===== src/rtl/dphy_rx_ctrl_pkg.sv =====
// Shared types and constants for the DPHY RX packet controller.
//   state_e        : controller FSM states
//   SYNC_BYTE      : HS sync pattern expected on every active lane
//   SHORT_PKT_MAX  : largest data type (DI[5:0]) that denotes a short packet
//   HDR_IDX_*      : byte positions of the header fields after the sync byte
package dphy_rx_ctrl_pkg;

  typedef enum logic [2:0] {
    ST_IDLE    = 3'd0,
    ST_TERM    = 3'd1,
    ST_SETTLE  = 3'd2,
    ST_SYNC    = 3'd3,
    ST_HDR     = 3'd4,
    ST_PAYLOAD = 3'd5,
    ST_END     = 3'd6
  } state_e;

  localparam logic [7:0] SYNC_BYTE     = 8'hB8;
  localparam logic [5:0] SHORT_PKT_MAX = 6'h0F;

  localparam int unsigned HDR_BYTES     = 4;
  localparam int unsigned HDR_IDX_DI    = 0;
  localparam int unsigned HDR_IDX_WC_LO = 1;
  localparam int unsigned HDR_IDX_WC_HI = 2;
  localparam int unsigned HDR_IDX_ECC   = 3;

endpackage


===== src/rtl/dphy_rx_pkt_ctrl_if.sv =====
// Bus bundle between the DPHY RX packet controller and its environment.
//   master : the controller (consumes rx_req/ready/data_in, drives the rest)
//   slave  : the environment (DPHY receiver plus packet consumer)
interface dphy_rx_pkt_ctrl_if #(
  parameter int unsigned LANES = 4
);

  logic                 rx_req;
  logic                 ready;
  logic [8*LANES-1:0]   data_in;
  logic                 hs_en;
  logic                 term_en;
  logic                 busy;
  logic                 hdr_valid;
  logic [7:0]           data_id;
  logic [15:0]          word_count;
  logic [7:0]           ecc;
  logic                 pay_valid;
  logic [8*LANES-1:0]   pay_data;
  logic [LANES-1:0]     pay_be;
  logic                 pay_last;
  logic                 done;
  logic                 err_timeout;
  logic                 err_lost;

  modport master (
    input  rx_req, ready, data_in,
    output hs_en, term_en, busy, hdr_valid, data_id, word_count, ecc,
           pay_valid, pay_data, pay_be, pay_last, done, err_timeout, err_lost
  );

  modport slave (
    output rx_req, ready, data_in,
    input  hs_en, term_en, busy, hdr_valid, data_id, word_count, ecc,
           pay_valid, pay_data, pay_be, pay_last, done, err_timeout, err_lost
  );

endinterface


===== src/rtl/dphy_rx_hdr_capture.sv =====
// Assembles the 4-byte packet header (DI, WC lo, WC hi, ECC) from LANES-wide
// byte beats; lane0 of beat idx_i carries header byte idx_i*LANES.
//   clk_byte, reset  : byte clock, synchronous active-high reset
//   data_i           : byte lanes, lane0 in [7:0]
//   sample_en_i      : capture the lanes of this beat
//   idx_i            : header beat index (0 .. 4/LANES-1)
//   data_id_o, word_count_o, ecc_o : registered header fields
//   short_pkt_c_o, word_count_c_o  : combinational view of the fields being
//                                    written this cycle, for the FSM decision
module dphy_rx_hdr_capture
  import dphy_rx_ctrl_pkg::*;
#(
  parameter int unsigned LANES = 4
) (
  input  logic               clk_byte,
  input  logic               reset,
  input  logic [8*LANES-1:0] data_i,
  input  logic               sample_en_i,
  input  logic [1:0]         idx_i,
  output logic [7:0]         data_id_o,
  output logic [15:0]        word_count_o,
  output logic [7:0]         ecc_o,
  output logic               short_pkt_c_o,
  output logic [15:0]        word_count_c_o
);

  logic [7:0]  data_id_q, data_id_d;
  logic [15:0] wc_q, wc_d;
  logic [7:0]  ecc_q, ecc_d;

  // Route each lane to the header field its byte position selects.
  always_comb begin
    data_id_d = data_id_q;
    wc_d      = wc_q;
    ecc_d     = ecc_q;
    if (sample_en_i) begin
      for (int unsigned l = 0; l < LANES; l++) begin
        case (32'(idx_i) * LANES + l)
          HDR_IDX_DI:    data_id_d   = data_i[8*l +: 8];
          HDR_IDX_WC_LO: wc_d[7:0]   = data_i[8*l +: 8];
          HDR_IDX_WC_HI: wc_d[15:8]  = data_i[8*l +: 8];
          HDR_IDX_ECC:   ecc_d       = data_i[8*l +: 8];
          default: ;
        endcase
      end
    end
  end

  always_ff @(posedge clk_byte) begin
    if (reset) begin
      data_id_q <= '0;
      wc_q      <= '0;
      ecc_q     <= '0;
    end else begin
      data_id_q <= data_id_d;
      wc_q      <= wc_d;
      ecc_q     <= ecc_d;
    end
  end

  assign data_id_o      = data_id_q;
  assign word_count_o   = wc_q;
  assign ecc_o          = ecc_q;
  assign short_pkt_c_o  = (data_id_d[5:0] <= SHORT_PKT_MAX);
  assign word_count_c_o = wc_d;

endmodule


===== src/rtl/dphy_rx_pkt_ctrl.sv =====
// DPHY RX packet controller: sequences termination and HS enable, hunts for
// the sync byte, captures the packet header and streams the payload.
//   clk_byte, reset : byte clock, synchronous active-high reset
//   bus (master)    : rx_req/ready/data_in in; hs_en, term_en, busy, header
//                     fields + hdr_valid, payload beats, done and error pulses
module dphy_rx_pkt_ctrl
  import dphy_rx_ctrl_pkg::*;
#(
  parameter int unsigned LANES        = 4,
  parameter int unsigned T_TERM       = 8,
  parameter int unsigned T_SETTLE     = 16,
  parameter int unsigned SYNC_TIMEOUT = 1024
) (
  input  logic          clk_byte,
  input  logic          reset,
  dphy_rx_pkt_ctrl_if.master bus
);

  localparam int unsigned DW      = 8 * LANES;
  localparam int unsigned HDR_CYC = HDR_BYTES / LANES;
  localparam int unsigned CNT_W   = $clog2(T_TERM + T_SETTLE + SYNC_TIMEOUT + 1);

  state_e             state_q, state_d;
  logic [CNT_W-1:0]   cnt_q, cnt_d;
  logic [15:0]        rem_q, rem_d;

  logic               hs_en_q, hs_en_d;
  logic               term_en_q, term_en_d;
  logic               busy_q, busy_d;
  logic               hdr_valid_q, hdr_valid_d;
  logic               pay_valid_q, pay_valid_d;
  logic [DW-1:0]      pay_data_q, pay_data_d;
  logic [LANES-1:0]   pay_be_q, pay_be_d;
  logic               pay_last_q, pay_last_d;
  logic               done_q, done_d;
  logic               err_timeout_q, err_timeout_d;
  logic               err_lost_q, err_lost_d;

  logic               sync_match;
  logic               hdr_sample;
  logic               hdr_last;
  logic               short_pkt_c;
  logic [15:0]        word_count_c;

  // Sync is only recognised when every active lane carries the sync byte.
  always_comb begin
    sync_match = 1'b1;
    for (int unsigned l = 0; l < LANES; l++) begin
      if (bus.data_in[8*l +: 8] != SYNC_BYTE) sync_match = 1'b0;
    end
  end

  assign hdr_sample = (state_q == ST_HDR) && bus.ready;
  assign hdr_last   = (cnt_q == CNT_W'(HDR_CYC - 1));

  dphy_rx_hdr_capture #(.LANES(LANES)) u_hdr (
    .clk_byte       (clk_byte),
    .reset          (reset),
    .data_i         (bus.data_in),
    .sample_en_i    (hdr_sample),
    .idx_i          (2'(cnt_q)),
    .data_id_o      (bus.data_id),
    .word_count_o   (bus.word_count),
    .ecc_o          (bus.ecc),
    .short_pkt_c_o  (short_pkt_c),
    .word_count_c_o (word_count_c)
  );

  // Next state and next register values; cnt restarts on every state change.
  always_comb begin
    state_d       = state_q;
    cnt_d         = cnt_q + CNT_W'(1);
    rem_d         = rem_q;
    hdr_valid_d   = 1'b0;
    pay_valid_d   = 1'b0;
    pay_data_d    = '0;
    pay_be_d      = '0;
    pay_last_d    = 1'b0;
    err_timeout_d = 1'b0;
    err_lost_d    = 1'b0;
    done_d        = (state_q == ST_END);

    case (state_q)
      ST_IDLE: begin
        if (bus.rx_req && bus.ready) state_d = ST_TERM;
      end
      ST_TERM: begin
        if (cnt_q == CNT_W'(T_TERM - 1)) state_d = ST_SETTLE;
      end
      ST_SETTLE: begin
        if (!bus.ready) begin
          err_lost_d = 1'b1;
          state_d    = ST_END;
        end else if (cnt_q == CNT_W'(T_SETTLE - 1)) begin
          state_d = ST_SYNC;
        end
      end
      ST_SYNC: begin
        // Ready loss is tested first so it wins over a coincident timeout.
        if (!bus.ready) begin
          err_lost_d = 1'b1;
          state_d    = ST_END;
        end else if (sync_match) begin
          state_d = ST_HDR;
        end else if (cnt_q == CNT_W'(SYNC_TIMEOUT - 1)) begin
          err_timeout_d = 1'b1;
          state_d       = ST_END;
        end
      end
      ST_HDR: begin
        if (!bus.ready) begin
          err_lost_d = 1'b1;
          state_d    = ST_END;
        end else if (hdr_last) begin
          hdr_valid_d = 1'b1;
          if (short_pkt_c || (word_count_c == 16'd0)) begin
            state_d = ST_END;
          end else begin
            rem_d   = word_count_c;
            state_d = ST_PAYLOAD;
          end
        end
      end
      ST_PAYLOAD: begin
        if (!bus.ready) begin
          err_lost_d = 1'b1;
          state_d    = ST_END;
        end else begin
          // Lanes beyond the remaining count hold CRC bytes; blank them.
          pay_valid_d = 1'b1;
          for (int unsigned l = 0; l < LANES; l++) begin
            pay_be_d[l]          = (rem_q > 16'(l));
            pay_data_d[8*l +: 8] = (rem_q > 16'(l)) ? bus.data_in[8*l +: 8] : 8'h00;
          end
          if (rem_q <= 16'(LANES)) begin
            pay_last_d = 1'b1;
            rem_d      = '0;
            state_d    = ST_END;
          end else begin
            rem_d = rem_q - 16'(LANES);
          end
        end
      end
      ST_END: begin
        state_d = ST_IDLE;
      end
      default: begin
        state_d = ST_IDLE;
      end
    endcase

    if (state_d != state_q) cnt_d = '0;

    busy_d    = (state_d != ST_IDLE);
    term_en_d = state_d inside {ST_TERM, ST_SETTLE, ST_SYNC, ST_HDR, ST_PAYLOAD};
    hs_en_d   = state_d inside {ST_SETTLE, ST_SYNC, ST_HDR, ST_PAYLOAD};
  end

  always_ff @(posedge clk_byte) begin
    if (reset) begin
      state_q       <= ST_IDLE;
      cnt_q         <= '0;
      rem_q         <= '0;
      hs_en_q       <= 1'b0;
      term_en_q     <= 1'b0;
      busy_q        <= 1'b0;
      hdr_valid_q   <= 1'b0;
      pay_valid_q   <= 1'b0;
      pay_data_q    <= '0;
      pay_be_q      <= '0;
      pay_last_q    <= 1'b0;
      done_q        <= 1'b0;
      err_timeout_q <= 1'b0;
      err_lost_q    <= 1'b0;
    end else begin
      state_q       <= state_d;
      cnt_q         <= cnt_d;
      rem_q         <= rem_d;
      hs_en_q       <= hs_en_d;
      term_en_q     <= term_en_d;
      busy_q        <= busy_d;
      hdr_valid_q   <= hdr_valid_d;
      pay_valid_q   <= pay_valid_d;
      pay_data_q    <= pay_data_d;
      pay_be_q      <= pay_be_d;
      pay_last_q    <= pay_last_d;
      done_q        <= done_d;
      err_timeout_q <= err_timeout_d;
      err_lost_q    <= err_lost_d;
    end
  end

  assign bus.hs_en       = hs_en_q;
  assign bus.term_en     = term_en_q;
  assign bus.busy        = busy_q;
  assign bus.hdr_valid   = hdr_valid_q;
  assign bus.pay_valid   = pay_valid_q;
  assign bus.pay_data    = pay_data_q;
  assign bus.pay_be      = pay_be_q;
  assign bus.pay_last    = pay_last_q;
  assign bus.done        = done_q;
  assign bus.err_timeout = err_timeout_q;
  assign bus.err_lost    = err_lost_q;

endmodule


===== src/flat_wrapper.sv =====
// flat-port wrapper written by rule: the top's interface ports become plain ports
module dphy_rx_pkt_ctrl_flat import dphy_rx_ctrl_pkg::*;
#(
  parameter int unsigned LANES        = 4,
  parameter int unsigned T_TERM       = 8,
  parameter int unsigned T_SETTLE     = 16,
  parameter int unsigned SYNC_TIMEOUT = 1024
)
  (clk_byte, reset, bus_rx_req, bus_ready, bus_data_in, bus_hs_en, bus_term_en, bus_busy, bus_hdr_valid, bus_data_id, bus_word_count, bus_ecc, bus_pay_valid, bus_pay_data, bus_pay_be, bus_pay_last, bus_done, bus_err_timeout, bus_err_lost);
  dphy_rx_pkt_ctrl_if #(.LANES(LANES)) bus_i ();
  input  logic clk_byte;
  input  logic reset;
  input wire logic [$bits(bus_i.rx_req)-1:0] bus_rx_req;
  input wire logic [$bits(bus_i.ready)-1:0] bus_ready;
  input wire logic [$bits(bus_i.data_in)-1:0] bus_data_in;
  output wire logic [$bits(bus_i.hs_en)-1:0] bus_hs_en;
  output wire logic [$bits(bus_i.term_en)-1:0] bus_term_en;
  output wire logic [$bits(bus_i.busy)-1:0] bus_busy;
  output wire logic [$bits(bus_i.hdr_valid)-1:0] bus_hdr_valid;
  output wire logic [$bits(bus_i.data_id)-1:0] bus_data_id;
  output wire logic [$bits(bus_i.word_count)-1:0] bus_word_count;
  output wire logic [$bits(bus_i.ecc)-1:0] bus_ecc;
  output wire logic [$bits(bus_i.pay_valid)-1:0] bus_pay_valid;
  output wire logic [$bits(bus_i.pay_data)-1:0] bus_pay_data;
  output wire logic [$bits(bus_i.pay_be)-1:0] bus_pay_be;
  output wire logic [$bits(bus_i.pay_last)-1:0] bus_pay_last;
  output wire logic [$bits(bus_i.done)-1:0] bus_done;
  output wire logic [$bits(bus_i.err_timeout)-1:0] bus_err_timeout;
  output wire logic [$bits(bus_i.err_lost)-1:0] bus_err_lost;
  assign bus_i.rx_req = bus_rx_req;
  assign bus_i.ready = bus_ready;
  assign bus_i.data_in = bus_data_in;
  assign bus_hs_en = bus_i.hs_en;
  assign bus_term_en = bus_i.term_en;
  assign bus_busy = bus_i.busy;
  assign bus_hdr_valid = bus_i.hdr_valid;
  assign bus_data_id = bus_i.data_id;
  assign bus_word_count = bus_i.word_count;
  assign bus_ecc = bus_i.ecc;
  assign bus_pay_valid = bus_i.pay_valid;
  assign bus_pay_data = bus_i.pay_data;
  assign bus_pay_be = bus_i.pay_be;
  assign bus_pay_last = bus_i.pay_last;
  assign bus_done = bus_i.done;
  assign bus_err_timeout = bus_i.err_timeout;
  assign bus_err_lost = bus_i.err_lost;
  dphy_rx_pkt_ctrl #(.LANES(LANES), .T_TERM(T_TERM), .T_SETTLE(T_SETTLE), .SYNC_TIMEOUT(SYNC_TIMEOUT)) u_core (.clk_byte(clk_byte), .reset(reset), .bus(bus_i));
endmodule

===== config.mk =====
export PLATFORM = sky130hd
export DESIGN_NAME = dphy_rx_pkt_ctrl_flat
export DESIGN_NICKNAME = d
export VERILOG_FILES = /design/src/rtl/dphy_rx_ctrl_pkg.sv /design/src/rtl/dphy_rx_pkt_ctrl_if.sv /design/src/rtl/dphy_rx_hdr_capture.sv /design/src/rtl/dphy_rx_pkt_ctrl.sv /design/src/flat_wrapper.sv
export SDC_FILE = /design/constraint.sdc
export NUM_CORES = 1
export LEC_CHECK = 0
export ABC_AREA = 1
export BUFFER_PORTS_ARGS = -buffer_cell sky130_fd_sc_hd__buf_2
export CAP_MARGIN = 20
export CORE_AREA = 2 2 128 130
export CTS_CLUSTER_SIZE = 30
export DETAILED_ROUTE_END_ITERATION = 10
export DIE_AREA = 0 0 130 132
export PLACE_DENSITY = 0.51
export SYNTH_ARGS = -nofsm -noshare
export SYNTH_HDL_FRONTEND = slang
export SYNTH_SLANG_ARGS = --single-unit

===== constraint.sdc =====
create_clock -name clk_byte -period 2.6 [get_ports clk_byte]
set_input_delay 0.39 -clock clk_byte [delete_from_list [all_inputs] [get_ports clk_byte]]
set_output_delay 0.39 -clock clk_byte [all_outputs]
set_load 0.1 [all_outputs]

# After elaboration in Yosys (flattened, before gate mapping)
# Index checks and enable logic that the tools add are counted.
[classes]
eq_ne = 32
mux = 43
bitwise = 9
n_reduce_logical = 30
addsub = 5
magnitude_cmp = 6
[op_table]
columns = ["cell", "n"]
rows = [
  ["zero test 32 bit", 4],
  ["2-to-1 mux 8 bit", 13],
  ["2-to-1 mux 16 bit", 6],
  ["2-to-1 mux 3 bit", 11],
  ["> comparator 16 x 1 -> 1 bit, second input constant", 2],
  ["> comparator 16 x 2 -> 1 bit, second input constant", 2],
  ["!= test 8 bit, second input constant", 4],
  ["case mux 16 bit (2 select lines)", 1],
  ["equality test 5 x 2 -> 1 bit, second input constant", 6],
  ["OR reduction 4 bit", 6],
  ["case mux 3 bit (6 select lines)", 1],
  ["less-or-equal comparator 16 x 3 -> 1 bit, second input constant", 1],
  ["zero test 16 bit", 1],
  ["subtractor 16 x 3 -> 16 bit, second input constant", 1],
  ["equality test 3 bit, second input constant", 5],
  ["equality test 5 x 1 -> 1 bit, second input constant", 3],
  ["equality test 3 x 2 -> 1 bit, second input constant", 4],
  ["adder 11 x 1 -> 11 bit, second input constant", 1],
  ["equality test 11 x 10 -> 1 bit, second input constant", 1],
  ["equality test 11 x 3 -> 1 bit, second input constant", 1],
  ["equality test 11 x 4 -> 1 bit, second input constant", 1],
  ["zero test 11 bit", 1],
  ["adder 4 x 2 -> 5 bit, second input constant", 2],
  ["2-to-1 mux 1 bit", 9],
  ["other kinds (20)", 38],
]
[totals]
in_bits = 36
register_bits = 107
out_inout_bits = 77
word_cells = 146

# Longest topological paths before layout
[depth]
ltp_word = 14
mapped_depth = 22
ltp_nobuf = 19

# By module
# A second synthesis with hierarchy kept.
[hier_totals]
cells_unflattened = 696
hier_area_um2 = 5014.8
[by_module_without_submodules]
columns = ["mod", "cells_per_inst", "area_each_um2", "n_inst", "seq_area_each_um2"]
rows = [
  ["dphy_rx_pkt_ctrl", 488, 3538.4, 1, 1501.4],
  ["dphy_rx_hdr_capture", 208, 1476.4, 1, 640.6],
]

# Worst setup path before layout
# OpenSTA, ideal clock, no wires.
[synth_timing]
path_type = "reg2reg"
from = "register u_core.u_hdr.wc_q[13] (netlist: u_core.u_hdr.word_count_o[13])"
to = "register u_core.rem_q[10]"
setup_ns = 0.119
slack_ns = 0.317
n_path_buf = 1
stages_incl_launch_ff = 15
arrival_ns = 2.164
synth_period_minus_slack_ns = 2.283
required_time_ns = 2.481
path_cell_list = "dfxtp_1 nand2_1 nand2_1 nand3_1 nand2_1 nor2_1 nand2_1 nor2_2 nand2_2 nand2_2 o21ai_4 nand2_2 buf_4 o21ai_1 a21oi_1"
[synth_via]
elab_chain_cells = 8
[synth_lines]
columns = ["item", "line_no", "text"]
rows = [
  ["start, declared", "dphy_rx_hdr_capture.sv:28", "logic [15:0] wc_q, wc_d;"],
  ["start signal, assigned", "dphy_rx_hdr_capture.sv:56", "wc_q <= wc_d;"],
  ["2-to-1 mux 8 bit (3 in series)", "dphy_rx_hdr_capture.sv:38", "case (32'(idx_i) * LANES + l)"],
  ["2-to-1 mux 16 bit *", "dphy_rx_hdr_capture.sv:36", "if (sample_en_i) begin"],
  ["zero test 16 bit *", "dphy_rx_pkt_ctrl.sv:116", "if (short_pkt_c || (word_count_c == 16'd0)) begin"],
  ["logical OR 1 bit *", "dphy_rx_pkt_ctrl.sv:116", ""],
  ["!= test 2 bit (no source line) *", "-", ""],
  ["AND reduction 5 bit (no source line) *", "-", ""],
  ["end signal, assigned", "dphy_rx_pkt_ctrl.sv:178", "rem_q <= rem_d;"],
  ["end, declared", "dphy_rx_pkt_ctrl.sv:25", "logic [15:0] rem_q, rem_d;"],
]
# Mark *: on every way between the ends. The rest lies on a longest branch, timed or not.
# A chain may end at the register's enable or synchronous reset.

# Worst setup path in the final report
[layout_timing]
from = "register u_core.cnt_q[0]"
to = "register u_core.cnt_q[9]"
[layout_via]
elab_chain_cells = 14
elab_cells_between_ends = 45
classes_between = "add/sub: 4; order compare: 1; eq/ne: 10; mux: 22; reduce/logical: 8"
[layout_lines]
columns = ["item", "line_no", "text"]
rows = [
  ["start, declared", "dphy_rx_pkt_ctrl.sv:24", "logic [CNT_W-1:0] cnt_q, cnt_d;"],
  ["start signal, assigned", "dphy_rx_pkt_ctrl.sv:177", "cnt_q <= cnt_d;"],
  ["adder 4 x 1 -> 5 bit or zero test 32 bit (tied branches)", "dphy_rx_hdr_capture.sv:38", ""],
  ["zero test 32 bit (tied with other cells)", "dphy_rx_hdr_capture.sv:38", ""],
  ["2-to-1 mux 8 bit (3 in series)", "dphy_rx_hdr_capture.sv:38", ""],
  ["2-to-1 mux 6 bit or 2-to-1 mux 16 bit (tied branches)", "dphy_rx_hdr_capture.sv:36", ""],
  ["less-or-equal comparator 6 x 4 -> 1 bit or zero test 16 bit (tied branches)", "dphy_rx_hdr_capture.sv:64, dphy_rx_pkt_ctrl.sv:116", ""],
  ["logical OR 1 bit", "dphy_rx_pkt_ctrl.sv:116", ""],
  ["2-to-1 mux 2 bit", "dphy_rx_pkt_ctrl.sv:116", ""],
  ["2-to-1 mux 3 bit", "dphy_rx_pkt_ctrl.sv:114", "end else if (hdr_last) begin"],
  ["2-to-1 mux 3 bit", "dphy_rx_pkt_ctrl.sv:111", "if (!bus.ready) begin"],
  ["case mux 3 bit (6 select lines)", "dphy_rx_pkt_ctrl.sv:83", "case (state_q)"],
  ["!= test 3 bit", "dphy_rx_pkt_ctrl.sv:152", "if (state_d != state_q) cnt_d = '0;"],
  ["OR reduction 2 bit (no source line)", "-", ""],
]
# Several ways; a longest one is shown, not always the timed one. The select of a mux whose other input is x is not followed.

==> impl_metrics.tcl <==
set metrics [dict create \
    status "finished, final reports clean" \
    ys_warn_count 0 \
    peakVddDrop_mv 0.322 \
    yosys.area.top_type "dfxtp_1" \
    dr.pass1.iters 4 \
    layout.nets 833 \
    die_h_microns 132 \
    power_density_nw_per_um2 576 \
    finalMaxSlewViolations 0 \
    row_count 46 \
    fin_worst_skew_ns 0.0117 \
    maxSlewHeadroom 0.626 \
    crit_top_cell "nor2_1" \
    worstMarginPinSlew_ns 0.556 \
    cts_tree "built" \
    crit_chain "inv_1 > ha_1 > buf_4 > nor2_1 > nor2_1 > nor2_1 > nor2_1 > nor2_1 > nand2_1 > nor2_2 > nand2_2 > nand2_2 > nand2_1 > nand2_1 > nand2_1 > nand2_2 > nand2_2 > nand2_8 > nor2_2" \
    fillCellCount 1728 \
    syn_to_final_growth_pct 24.0 \
    hold_class "input port to register" \
    setup_violations 0 \
    gr-total-overflow 0 \
    synth_area_sq_um 4780 \
    wl_per_cell_microns 13.8 \
    path_delay_family "simple AND/OR/NAND/NOR gates" \
    fin_crit_sh 0.902 \
    p_leak_nw 3.04 \
    grt_pass1_vias 4276 \
    hold_buffers 0 \
    synth-seq-area-share 0.448 \
    end_kind "register" \
    final.min_clock_period_ns 2.34 \
    routed_via_density 4.43 \
    finalInstanceArea_sq_um 5930 \
    crit_buf_inv 2 \
    critPathSlowestCell "dfxtp_2" \
    ys_ff_latch 107 \
    synth_fp_nets 717 \
    cts.repair.resized 0 \
    worst_setup_path_start_kind "register" \
    netlist_instances 678 \
    clock-root-buffer "clkbuf_16" \
    fin_tns_setup_ns 0 \
    cell_internal_pwr_mw 2.53 \
    vias 4500 \
    synth_area_leaders "dfxtp_1 45%, nand2_1 12%, inv_1 7.8%" \
    switching_share 0.260 \
    cts_sinks 107 \
    synth.top_cell.area_share 0.448 \
    clk-insertion-delay-late_ns 0.36 \
    p_clk_frac 0.421 \
    rsz0062_at_grt "false" \
    post-cts-setup-buffers 0 \
    die_area_sq_um 17200 \
    clock_path_buffers 2 \
    path_class "register to register" \
    synth_cell_types 33 \
    diodes 0 \
    initialDrtViolationCount 239 \
    drc 0 \
    die_w_microns 130 \
    min_path_cells 3 \
    seq_area_sq_um 2140 \
    power.switching_mw 0.886 \
    cp_num_cells 19 \
    track_usage 0.165 \
    seqPwrFrac 0.486 \
    synthArstFlopShare 0 \
    crit_path_max_incr_delay_ns 0.35 \
    fin_ws_ns 0.256 \
    max_freq_ghz 0.427 \
    cap_violations 0 \
    routed_wl_microns 14000 \
    synth_edf_count 0 \
    finish.utilization 0.377 \
    boundaryPins 113 \
    syn_avg_cell_area_sq_um 7.05 \
    numCtsBuffers 9 \
    drive_gt1_frac 0.217 \
    arrival_ns 2.59 \
    r2r_cells 19 \
    crit_fanout 17 \
    coreArea_sq_um 15700 \
    hold_viol 0 \
    yosysMostFrequentCell "nand2_1" \
    grt_pass1_wl_microns 22100 \
    initial_core_util 0.304 \
    antenna_found_initial 0 \
    synth_ff_type "dfxtp_1" \
    dp_hpwl_microns 10700 \
    grt_max_degree 31 \
    numPortBuffers 112 \
    placed_area_sq_um 5590 \
    hold-worst-slack_ns 0.274 \
    pre_cts_slack_ns 0.122 \
    comb_power_share 0.093 \
    multi_input_area_sq_um 2160 \
    antenna_left 0 \
    cp.required_ns 2.84 \
    htree_num_levels 3 \
    netlist_top_cells_count "152 x nand2_1, 107 x dfxtp_1, 99 x inv_1" \
    clk_pin_slew_worst_paths_ns 0.08 \
    place_congestion 0.825 \
]
per-layer routing:
| metal | GRT usage | vias to the layer above | routed length (microns) | part of all wire |
|---|---|---|---|---|
| li1 | - | 2351 | - | - |
| met1 | 0.218 | 2045 | 6570 | 0.47 |
| met2 | 0.270 | 86 | 6580 | 0.47 |
| met3 | 0.0313 | 18 | 485 | 0.035 |
| met4 | 0.0556 | 0 | 336 | 0.024 |
| met5 | 0 | - | 0 | 0 |
cell type report:
type / instances / share of cell area
flip-flops and latches: 107 / 0.362
inverters: 104 / 0.0667
clock inverters: 6 / 0.0118
clock buffers: 10 / 0.0403
well taps: 216 / 0.0456
repair buffers: 124 / 0.110
multi-input cells: 448 / 0.364
sequential cells by signal, indices dropped and copies added, names as in the netlist, 3 cells and up:
signal                     cells
u_core.bus.pay_be              4
u_core.cnt_q                  11
u_core.u_hdr.ecc_o             8
u_core.u_hdr.data_id_o         8
u_core.bus.pay_data           32
u_core.state_q                 3
u_core.u_hdr.word_count_o     16
u_core.rem_q                  16
path summary, 6_finish.rpt:
| kind | startpoint | to | slack (ns) |
|---|---|---|---|
| setup / recovery | u_core.cnt_q[0]$_SDFF_PP0_ | u_core.cnt_q[9]$_SDFF_PP0_ | 0.26 |
| hold / removal | bus_data_in[8] | u_core.bus.pay_data[8]$_SDFF_PP0_ | 0.27 |
| hold reg to reg | u_core.cnt_q[0]$_SDFF_PP0_ | u_core.cnt_q[0]$_SDFF_PP0_ | 0.42 |
| setup reg to reg | u_core.cnt_q[0]$_SDFF_PP0_ | u_core.cnt_q[9]$_SDFF_PP0_ | 0.26 |
kinds of logic after synthesis:
group | synth area share
and+or+nand+nor | 0.307
AOI/OAI and AO/OA | 0.0963
adders and majority gates | 0.00785
DFF | 0.448
xor gates and xnor gates | 0.0348
buffers and inverters | 0.105
cell usage in the layout (no fill, tap or decap), drive strengths merged, types with 10 or more instances in the layout:
cell type,Yosys,layout
clkbuf,9,10
dfxtp,107,107
a21oi,35,35
o21ai,46,46
xor2,18,18
nor3,18,18
inv,103,106
nor2,114,114
buf,10,124
nand3,26,26
nand4,17,17
nand2,160,160
through the flow:
step | std cells | total power [mW]
floorplan | 678 | 1.92
global placement | 999 | 2.00
detailed placement | 999 | 2.00
CTS | 1015 | 3.45
global route | 1015 | 3.55
finish | 1015 | 3.41
power by group through the flow:
stage / combinational [mW] / sequential, mW / clock, mW
CTS: 0.310 / 1.66 / 1.48
detailed placement: 0.309 / 1.69 / 0
finish: 0.318 / 1.66 / 1.44
floorplan: 0.194 / 1.72 / 0
global route: 0.356 / 1.66 / 1.54
global placement: 0.310 / 1.69 / 0
worst register-to-register path: stages, from the launching register on:
cell	delay (ns)
dfxtp_2	0.35
inv_1	0.06
ha_1	0.23
buf_4	0.21
nor2_1	0.11
nor2_1	0.05
nor2_1	0.12
nor2_1	0.07
nor2_1	0.13
nand2_1	0.08
nor2_2	0.09
nand2_2	0.08
nand2_2	0.09
nand2_1	0.06
nand2_1	0.05
nand2_1	0.06
nand2_2	0.11
nand2_2	0.10
nand2_8	0.14
nor2_2	0.04
Note: power is estimated with default switching activity, not from simulation.
